===== src/rtl/c1_weight_loader.sv =====
// Conv-layer-1 weight loader: walks one kernel's addresses through the
// selected C1 weight ROM and packs the returned weights into a flat register.
module c1_weight_loader #(
  parameter int PARA_WIDTH  = 8,
  parameter int KERNEL_SIZE = 25,
  parameter int KERNEL_NUM  = 6,
  parameter int ADDR_WIDTH  = 5,
  localparam int SEL_W      = (KERNEL_NUM > 1) ? $clog2(KERNEL_NUM) : 1
) (
  input  logic                              clk,
  input  logic                              rst_n,
  input  logic                              load_req,
  input  logic [SEL_W-1:0]                  load_kid,
  input  logic                              abort,
  output logic [ADDR_WIDTH-1:0]             rom_raddr,
  output logic [SEL_W-1:0]                  rom_sel,
  input  logic [PARA_WIDTH-1:0]             rom_dout,
  output logic                              busy,
  output logic                              load_done,
  output logic                              load_err,
  output logic                              kernel_valid,
  output logic [PARA_WIDTH*KERNEL_SIZE-1:0] kernel_weights
);

  localparam logic [ADDR_WIDTH-1:0] LAST_ADDR = ADDR_WIDTH'(KERNEL_SIZE - 1);

  typedef enum logic [1:0] {S_IDLE, S_READ, S_DRAIN} state_e;

  state_e                              state_q, state_d;
  logic [ADDR_WIDTH-1:0]               raddr_q, raddr_d;
  logic [SEL_W-1:0]                    sel_q, sel_d;
  logic                                busy_q, busy_d;
  logic                                done_q, done_d;
  logic                                err_q, err_d;
  logic                                kvalid_q, kvalid_d;
  logic                                cap_vld_q, cap_vld_d;
  logic [ADDR_WIDTH-1:0]               cap_idx_q, cap_idx_d;
  logic [PARA_WIDTH*KERNEL_SIZE-1:0]   kw_q, kw_d;

  always_comb begin
    state_d   = state_q;
    raddr_d   = raddr_q;
    sel_d     = sel_q;
    busy_d    = busy_q;
    done_d    = 1'b0;
    err_d     = 1'b0;
    kvalid_d  = kvalid_q;
    cap_vld_d = 1'b0;
    cap_idx_d = cap_idx_q;
    kw_d      = kw_q;

    // ROM data lags the address by one cycle, so the capture slot is the
    // address issued on the previous cycle.
    if (cap_vld_q) begin
      for (int k = 0; k < KERNEL_SIZE; k++) begin
        if (cap_idx_q == ADDR_WIDTH'(k)) kw_d[k*PARA_WIDTH +: PARA_WIDTH] = rom_dout;
      end
    end

    unique case (state_q)
      S_IDLE: begin
        if (load_req) begin
          if (int'(load_kid) < KERNEL_NUM) begin
            sel_d    = load_kid;
            raddr_d  = '0;
            busy_d   = 1'b1;
            kvalid_d = 1'b0;
            state_d  = S_READ;
          end else begin
            err_d = 1'b1;
          end
        end
      end
      S_READ: begin
        if (abort) begin
          busy_d  = 1'b0;
          state_d = S_IDLE;
        end else begin
          cap_vld_d = 1'b1;
          cap_idx_d = raddr_q;
          if (raddr_q < LAST_ADDR) raddr_d = raddr_q + ADDR_WIDTH'(1);
          else                     state_d = S_DRAIN;
        end
      end
      S_DRAIN: begin
        busy_d  = 1'b0;
        state_d = S_IDLE;
        if (!abort) begin
          done_d   = 1'b1;
          kvalid_d = 1'b1;
        end
      end
      default: state_d = S_IDLE;
    endcase
  end

  always_ff @(posedge clk or negedge rst_n) begin
    if (!rst_n) begin
      state_q   <= S_IDLE;
      raddr_q   <= '0;
      sel_q     <= '0;
      busy_q    <= 1'b0;
      done_q    <= 1'b0;
      err_q     <= 1'b0;
      kvalid_q  <= 1'b0;
      cap_vld_q <= 1'b0;
      cap_idx_q <= '0;
      kw_q      <= '0;
    end else begin
      state_q   <= state_d;
      raddr_q   <= raddr_d;
      sel_q     <= sel_d;
      busy_q    <= busy_d;
      done_q    <= done_d;
      err_q     <= err_d;
      kvalid_q  <= kvalid_d;
      cap_vld_q <= cap_vld_d;
      cap_idx_q <= cap_idx_d;
      kw_q      <= kw_d;
    end
  end

  assign rom_raddr      = raddr_q;
  assign rom_sel        = sel_q;
  assign busy           = busy_q;
  assign load_done      = done_q;
  assign load_err       = err_q;
  assign kernel_valid   = kvalid_q;
  assign kernel_weights = kw_q;

endmodule

===== config.mk =====
export PLATFORM = sky130hd
export DESIGN_NAME = c1_weight_loader
export DESIGN_NICKNAME = d
export VERILOG_FILES = /design/src/rtl/c1_weight_loader.sv
export SDC_FILE = /design/constraint.sdc
export NUM_CORES = 1
export LEC_CHECK = 0
export ABC_AREA = 1
export BUFFER_PORTS_ARGS = -buffer_cell sky130_fd_sc_hd__buf_2
export CAP_MARGIN = 20
export CORE_MARGIN = 4
export CORE_UTILIZATION = 30
export DETAILED_ROUTE_END_ITERATION = 10
export GPL_ROUTABILITY_DRIVEN = 0
export PLACE_DENSITY_LB_ADDON = 0.15
export SETUP_SLACK_MARGIN = 0.3
export SYNTH_ARGS = -nofsm -noshare
export SYNTH_HDL_FRONTEND = slang
export SYNTH_SLANG_ARGS = --single-unit

===== constraint.sdc =====
create_clock -name clk -period 1.3 [get_ports clk]
set_clock_uncertainty 0.15 [all_clocks]
set_input_delay 0.065 -clock clk [delete_from_list [all_inputs] [get_ports clk]]
set_output_delay 0.065 -clock clk [all_outputs]
set_load 0.005 [all_outputs]

==> flow_summary.yaml, run 1 <==
clock_network:
  htree_levels: 1
  ctsHoldBuffers: 14
  cts_made_buffers: 25
  clockBufferDepth: 3
  root_buffer: "clkbuf_16"
  cts.clk_slew.worst_paths_ns: 0.06
  worstSkewPairLatency_ns: 0.51
  cts_sinks: 220
  tritoncts: "yes"
placement:
  dp_hpwl_mm: 16.95
  dp_slack_ns: -0.1686
  port-buffer-count: 226
outcome:
  violations: "hold timing, setup timing"
  status: "finished, violations left"
layout:
  mostFrequentLayoutCell: "buf_2"
  most-common-layout-cells: "216 x buf_2, 215 x dfrtp_1, 197 x nand2_1, 123 x buf_4, 93 x o21ai_1"
  drive_above_1_share_pct: 46.85
  post-route-util_pct: 47.51
  area_delta_synth_final_pct: 54.52
  fin_nets: 1245
  diodes: 0
floorplanning:
  rows: 60
  die-width_um: 174.9
  fp.dieArea_um2: 30590
  initial_utilization_pct: 30.75
  io_pins: 227
  core_area_um2: 27180
  die_h_um: 174.9
grt:
  grt_pass1_vias: 6731
  grt_usage_pct: 16.54
  grt_max_degree: 47
  grt_pass1_wl_mm: 40.36
  antenna_found_initial: 0
  grt-ovfl-total: 0
critical_path:
  cp.arrival_ns: 1.70
  end_kind: "flop"
  cp_max_fo: 16
  r2r-start: "cap_idx_q[1]"
  crit_start: "cap_idx_q[1]"
  start_kind: "flop"
  cp.required_ns: 1.53
  crit_type: "flop to flop"
sta:
  hold_violations: 25
  setup_viol: 212
  grt_setup_unrepaired: "true"
  period_share_pct: 113.1
  worst_hold_slack_ns: -0.1247
  finalWorstSetupSlack_ns: -0.1699
  slew_headroom_pct: 79.72
  fmax_mhz: 680.3
  final.setup.tns_ns: -21.70
  slew_violations: 0
  min_period_ns: 1.470
  tightest_slew_ns: 0.3043
power:
  p_leak_nw: 6.251
  ir_worst_vdd_uv: 859.7
  p_per_area_nw_per_um2: 1648
  totalPowerFinal_mw: 21.28
drt:
  via_per_inst: 4.457
  first_pass_iters: 4
  detail-route-antenna-nets: 0
  vias: 7184
  drt_drc_violations_left: 0
  wl_per_cell_um: 17.35
  drtIter0Drc: 423
  routed_wl_mm: 27.97
logic_synthesis:
  synth_cell_types: 24
  ys_seq_elements: 220
  synth_nets: 852
  seq_area_frac_synth_pct: 65.89
  synth_area_um2: 8356
  syn_area_per_cell_um2: 10.07
  syn-instance-count: 830
  ys.warnings.count: 0
min_path:
  holdCritPathClass: "primary input to async pin"
run:
  drv_cap: 0
worst max-delay path, cell delays in order (launching register included):
cell and delay [ns]:
dfrtp_2 0.44, inv_2 0.10, nand2_2 0.12, nor2_4 0.16, nand2_2 0.08, buf_12 0.15, nand2_1 0.05, o21ai_0 0.07
cell type report:
| class | count | area, µm² |
|---|---|---|
| Clock buffer | 41 | 735.7 |
| Clock inverter | 3 | 18.77 |
| Fill cell | 2631 | 14260 |
| Inverter | 41 | 178.9 |
| Multi-Input combinational cell | 535 | 3136 |
| Sequential cell | 220 | 5512 |
| Tap cell | 372 | 465.4 |
| Timing Repair Buffer | 400 | 2865 |
synth_stat cells:
| cell type | count | area (µm²) |
|---|---|---|
| nor2_4 | 4 | 45.04 |
| inv_1 | 36 | 135.1 |
| o22a_1 | 1 | 8.760 |
| buf_4 | 4 | 30.03 |
| inv_2 | 4 | 15.01 |
| o21ai_0 | 161 | 805.8 |
| nor2_1 | 13 | 48.80 |
| nand3_1 | 7 | 35.03 |
| o21ai_1 | 42 | 210.2 |
| clkbuf_1 | 16 | 60.06 |
| buf_2 | 11 | 55.05 |
| o21ai_2 | 6 | 52.55 |
| nand4_1 | 2 | 12.51 |
| clkinv_2 | 1 | 5.000 |
| ha_1 | 7 | 87.58 |
| nand2_4 | 1 | 11.26 |
| dfrtp_1 | 220 | 5505 |
| a21oi_1 | 2 | 10.01 |
| nor3_1 | 1 | 5.000 |
| nor2_2 | 2 | 12.51 |
| nand4_4 | 1 | 21.27 |
| buf_6 | 10 | 112.6 |
| nand2_1 | 267 | 1002 |
| nand2_2 | 11 | 68.82 |
kinds of logic (layout without fill, tap and decap cells):
kind of cell	Yosys count	after routing	synth area share [%]
fa+ha+maj	7	7	1.048
simple gates	309	316	15.11
flops	220	220	65.89
compound gates	212	212	13.01
buf+inv	82	485	4.942
report_power, final:
| group | switching, mW | internal [mW] | total (mW) |
|---|---|---|---|
| clock network | 2.71 | 3.83 | 6.54 |
| registers | 0.724 | 7.93 | 8.65 |
| logic | 3.05 | 3.03 | 6.08 |
through the flow:
| stage | area (µm²) | cells |
|---|---|---|
| after detailed placement | 10390 | 1434 |
| after global routing | 12910 | 1612 |
| final | 12910 | 1612 |
| after global placement | 10390 | 1434 |
| after CTS | 11580 | 1500 |
| after floorplan | 8489 | 830 |
state kept, by name (all words and copies together) (netlist names):
signal	count
kernel_valid	1
busy	1
rom_sel	3
state_q	2
cap_idx_q	5
load_err	1
rom_raddr	5
load_done	1
cap_vld_q	1
kernel_weights	200
final timing paths:
kind	slack, ns	depth (start not counted)	endpoint
max in group asynchronous	0.51	3	kernel_weights[24]
hold / removal	-0.12	2	kernel_weights[64]
setup / recovery	-0.17	7	kernel_weights[198]
setup reg to reg	-0.17	7	kernel_weights[198]
hold reg to reg	0.33	2	kernel_weights[37]
min in group clk	0.18	3	load_done
layer usage:
layer	part of all wire (%)	vias to the layer above	track usage (%)	wire length, µm
met1	45	3441	22.93	12510
met2	47	196	26.25	13050
met4	1.7	0	3.208	482
met3	6.9	35	4.652	1919
li1	-	3512	-	-
met5	0	-	0	0
timing repair:
item | 4_1_cts | 5_1_grt
gates resized for setup | 55 | 180
endpoints found under the setup margin | 432 | 432
endpoints found under the hold margin | 440 | 25
pin swaps | 10 | 23
cloned | 1 | 10
buffers inserted | 7 | 102
Power figures use the tool's default switching activity.
==> inputs of run 2 (changes only) <==
Settings changed: SLEW_MARGIN from default to 20.
Clock period 1.3 ns to 1.4 ns, I/O delays scaled along.
==> run 2 against run 1 <==
Net effect:
- the run still ends with hold timing, setup timing left
- count of clock-buffer cells in the layout down 2
- via count fell by 6.0%
- wire length down 4.0%
==> flow_summary.yaml, run 2 (synthesis results as in run 1) <==
critical_path:
  critPathBufInv: 2
  cpMaxStageDelayCell: "dfrtp_1"
  critical_path.top_delay_family: "buffers and inverters"
  reg2reg_depth: 5
  cp_max_fo: 8
  crit_type: "flop to flop"
  cp_cell_sequence: "nand2_1, clkinvlp_4, buf_4, nand2_4, o21ai_1"
  ff2ff_setup_slack_ns: -0.08
  cp.required_ns: 1.65
  r2r-start: "cap_vld_q"
  r2r-end: "kernel_weights[130]"
  cp.arrival_ns: 1.73
  slowest_delay_ns: 0.40
  end_kind: "flop"
  start_kind: "flop"
power:
  p_switching_mw: 5.909
  clkPwrFrac_pct: 34.6
  totalPowerFinal_mw: 19.74
  ir_worst_vdd_uv: 1190
  p_per_area_nw_per_um2: 1642
  power_frac_comb_pct: 24.7
  p_seq_share_pct: 40.7
  p_sw_share_pct: 29.93
  p_leak_nw: 5.819
  internal-power_mw: 13.83
layout:
  multi_input_area_um2: 2893
  fillCellCount: 2729
  fin_cells: 1517
  mostFrequentLayoutCell: "nand2_1"
  largest_reg_flops: 200
  drive_above_1_share_pct: 38.52
  most-common-layout-cells: "231 x nand2_1, 221 x buf_2, 216 x dfrtp_1, 113 x o21ai_0, 82 x o21ai_1"
  diodes: 0
  fin_nets: 1149
  regArea_um2: 5510
  area_delta_synth_final_pct: 43.86
sta:
  finalWorstSetupSlack_ns: -0.08288
  min_period_ns: 1.483
  grt_setup_unrepaired: "true"
  tightest_slew_ns: 0.3774
  slew_violations: 0
  period_share_pct: 105.9
  fmax_mhz: 674.4
  final.setup.tns_ns: -2.969
  hold_violations: 30
  setup_viol: 122
  slew_headroom_pct: 74.84
  worst_hold_slack_ns: -0.09823
grt:
  grt_max_degree: 40
  grt-ovfl-total: 0
  grt_pass1_wl_mm: 41.23
  grt_pass1_vias: 6723
  grt_usage_pct: 16.97
  antenna_found_initial: 0
clock_network:
  worstSkewPairLatency_ns: 0.52
  ctsHoldBuffers: 14
  cts_sinks: 220
  clockBufferDepth: 3
  cts_made_buffers: 26
  root_buffer: "clkbuf_16"
  cts.clk_slew.worst_paths_ns: 0.06
  htree_levels: 1
  tritoncts: "yes"
run:
  drv_cap: 0
drt:
  first_pass_iters: 4
  routed_wl_mm: 26.85
  via_per_inst: 4.451
  vias: 6752
  drtIter0Drc: 445
  detail-route-antenna-nets: 0
  drt_drc_violations_left: 0
  wl_per_cell_um: 17.70
floorplanning:
  core_area_um2: 27180
  die_h_um: 174.9
  rows: 60
  fp.dieArea_um2: 30590
  io_pins: 227
  die-width_um: 174.9
  initial_utilization_pct: 30.75
outcome:
  status: "finished, violations left"
  violations: "hold timing, setup timing"
min_path:
  holdCritPathClass: "primary input to async pin"
placement:
  dp_hpwl_mm: 17.06
  placedCellCount: 1431
  port-buffer-count: 226
-- run 2: layout make-up --
class,instances,area share [%]
timing repair buffer,303,17.39
tap,372,3.872
clock inverter,7,0.7286
clock buffer,39,6.579
inverter,41,1.520
sequential,220,45.84
multi-input combinational,535,24.07
-- run 2: worst reg2reg max path: stages, from the launching register on --
cell        delay (ns)
dfrtp_1           0.40
nand2_1           0.20
clkinvlp_4        0.21
buf_4             0.20
nand2_4           0.12
o21ai_1           0.08
-- run 2: timing repair --
item | CTS | global route
gates cloned | 2 | 5
buffers inserted | 15 | 4
hold endpoints to repair | 440 | 30
pin swaps | 21 | 14
resized for setup | 53 | 69
endpoints found under the setup margin | 432 | 432
-- run 2: per-layer routing --
layer | track usage [%] | wire length [µm] | up-vias
met5 | 0 | 0 | -
met4 | 2.881 | 389 | 0
met3 | 4.500 | 1901 | 26
met2 | 26.75 | 12220 | 185
met1 | 24.05 | 12340 | 3235
li1 | - | - | 3306
-- run 2: per-stage QoR --
step,utilization [%],hold WS (ns),instance area (µm²),setup slack [ns]
4_1_cts,43.27,-0.1048,11760,-0.05731
3_3_place_gp,38.17,-0.1460,10370,-0.08104
3_5_place_dp,38.17,-0.1514,10370,-0.09981
2_1_floorplan,-,-0.3756,8484,-0.001494
5_1_grt,44.23,-0.07584,12020,-0.1554
6_report,44.23,-0.09823,12020,-0.08288
-- run 2: power groups by stage --
stage                     clock network [mW]  logic, mW  registers (mW)
after floorplan                            0       1.91            8.11
after global placement                     0       3.90            8.11
after detailed placement                   0       3.99            8.10
after CTS                               7.01       4.61            8.00
after global routing                    7.33       5.45            8.16
final                                   6.83       4.88            8.03
-- run 2: how the worst max path moves through the flow --
stage	slack (ns)	cells after the start	start	endpoint
after floorplan	-0.001	7	cap_idx_q[3]	kernel_weights[5]
after global placement	-0.08	7	cap_idx_q[3]	kernel_weights[182]
after detailed placement	-0.1	7	cap_idx_q[3]	kernel_weights[183]
after CTS	-0.06	7	cap_idx_q[0]	kernel_weights[18]
after global routing	-0.16	7	cap_idx_q[1]	kernel_weights[78]
final	-0.08	5	cap_vld_q	kernel_weights[130]
==> inputs of run 3 (changes only) <==
Settings changed: CORE_UTILIZATION 30 to 40.
==> run 3 against run 2 <==
Net effect:
- the run still ends with hold timing, setup timing left
- fmax decreased by 0.21%
- cell area increased by 2.8%
- via count increased by 2.7%
==> flow_summary.yaml, run 3 (synthesis results as in run 1) <==
drt:
  drt_drc_violations_left: 0
  wl_per_cell_um: 17.29
  first_pass_iters: 5
  detail-route-antenna-nets: 0
  vias: 6931
  via_per_inst: 4.738
  drtIter0Drc: 345
  routed_wl_mm: 25.29
power:
  p_per_area_nw_per_um2: 1654
  ir_worst_vdd_uv: 904.0
  p_switching_mw: 6.007
  p_seq_share_pct: 39.1
  internal-power_mw: 14.42
  p_sw_share_pct: 29.40
  p_leak_nw: 6.081
  clkPwrFrac_pct: 33.0
  power_frac_comb_pct: 27.9
critical_path:
  ff2ff_setup_slack_ns: -0.09
  r2r-start: "cap_idx_q[1]"
  cp.arrival_ns: 1.72
  end_kind: "flop"
  cp-endpoint: "kernel_weights[67]"
  cp_max_fo: 8
  start_kind: "flop"
  reg2reg_depth: 6
  crit_type: "flop to flop"
  crit_start: "cap_idx_q[1]"
  cp.required_ns: 1.63
  r2r-end: "kernel_weights[67]"
sta:
  fmax_mhz: 673.0
  tightest_slew_ns: 0.3535
  slew_violations: 0
  finalWorstSetupSlack_ns: -0.08593
  min_period_ns: 1.486
  slew_headroom_pct: 76.43
  worst_hold_slack_ns: -0.09698
  hold_violations: 32
  setup_viol: 150
  grt_setup_unrepaired: "true"
  period_share_pct: 106.1
floorplanning:
  core_area_um2: 20360
  io_pins: 227
  rows: 52
  die_h_um: 152.5
  fp.dieArea_um2: 23270
  die-width_um: 152.5
  initial_utilization_pct: 41.03
layout:
  fin_nets: 1197
  area_delta_synth_final_pct: 47.83
  fin_cells: 1463
  mostFrequentLayoutCell: "buf_2"
  largest_reg_flops: 200
  diodes: 0
  drive_above_1_share_pct: 42.75
  fillCellCount: 1765
  most-common-layout-cells: "222 x buf_2, 217 x dfrtp_1, 216 x nand2_1, 116 x o21ai_0"
clock_network:
  tritoncts: "yes"
  cts.clk_slew.worst_paths_ns: 0.06
  cts_sinks: 220
  cts_made_buffers: 24
  root_buffer: "clkbuf_16"
  clockBufferDepth: 3
  ctsHoldBuffers: 14
  worstSkewPairLatency_ns: 0.51
  htree_levels: 1
grt:
  grt_usage_pct: 20.90
  grt-ovfl-total: 0
  grt_pass1_vias: 6947
  grt_pass1_wl_mm: 39.45
  grt_max_degree: 41
  antenna_found_initial: 0
run:
  drv_cap: 0
placement:
  port-buffer-count: 226
  dp_hpwl_mm: 15.37
  placedCellCount: 1325
outcome:
  status: "finished, violations left"
  violations: "hold timing, setup timing"
min_path:
  holdCritPathClass: "primary input to async pin"
## run 3: changes by cell type in the layout (fill, tap and decap cells not counted), sizes merged, moves of 2 or more
cell    before  now
bufinv       2    4
clkinv       6    9
buf        289  337
clkbuf      39   35
## run 3: metal layers
metal / share of wire, % / global-route usage [%] / vias to the layer above
li1: - / - / 3406
met1: 44 / 28.87 / 3290
met2: 47 / 33.76 / 208
met3: 7.5 / 5.794 / 27
met4: 1.3 / 3.903 / 0
met5: 0 / 0 / -
## run 3: metrics by stage
stage | setup TNS [ns] | total power, mW | util, % | cell area, µm² | worst slack, ns
after floorplan | -0.004063 | 10.02 | - | 8484 | -0.001494
after global placement | -1.090 | 11.93 | 50.09 | 10200 | -0.04324
after detailed placement | -2.132 | 12.02 | 50.09 | 10200 | -0.07460
after CTS | -1.938 | 19.96 | 58.71 | 11960 | -0.05079
after global routing | -20.86 | 21.60 | 60.65 | 12350 | -0.1640
final | -5.243 | 20.43 | 60.65 | 12350 | -0.08593
## run 3: critical path, cell delays in order (launching register included)
cell	delay (ns)
dfrtp_1	0.42
inv_2	0.12
nand2_4	0.09
nor2_4	0.25
nand2_2	0.17
nand2_1	0.08
o21ai_0	0.07
## run 3: worst min path at each step
stage / startpoint / end / slack (ns)
floorplan: rst_n / busy / -0.38
global placement: rst_n / kernel_weights[63] / -0.13
detailed placement: rst_n / kernel_weights[63] / -0.13
CTS: rst_n / kernel_weights[63] / -0.10
global route: rst_n / kernel_weights[63] / -0.08
finish: rst_n / kernel_weights[63] / -0.1
## run 3: layout make-up
cell class,instances,area (µm²),share of cell area (%)
inverters,41,170.2,1.378
repair buffers,354,2496,20.21
clock buffers,32,691.9,5.602
flip-flops and latches,220,5509,44.60
multi-input cells,534,2984,24.16
well taps,270,337.8,2.735
clock inverters,12,162.7,1.317
## run 3: power by group through the flow
stage / clock [mW] / combinational [mW] / sequential (mW)
after global placement: 0 / 3.86 / 8.07
after CTS: 6.89 / 5.13 / 7.95
after detailed placement: 0 / 3.95 / 8.07
final: 6.74 / 5.70 / 7.99
after global routing: 7.18 / 6.31 / 8.12
after floorplan: 0 / 1.91 / 8.11
## run 3: timing repair
item                                    4_1_cts  5_1_grt
pin swaps                                    20       20
setup buffers                                63        8
gates resized for setup                      61       94
cloned                                        3        6
endpoints found under the hold margin       440       32
endpoints found under the setup margin      432      432
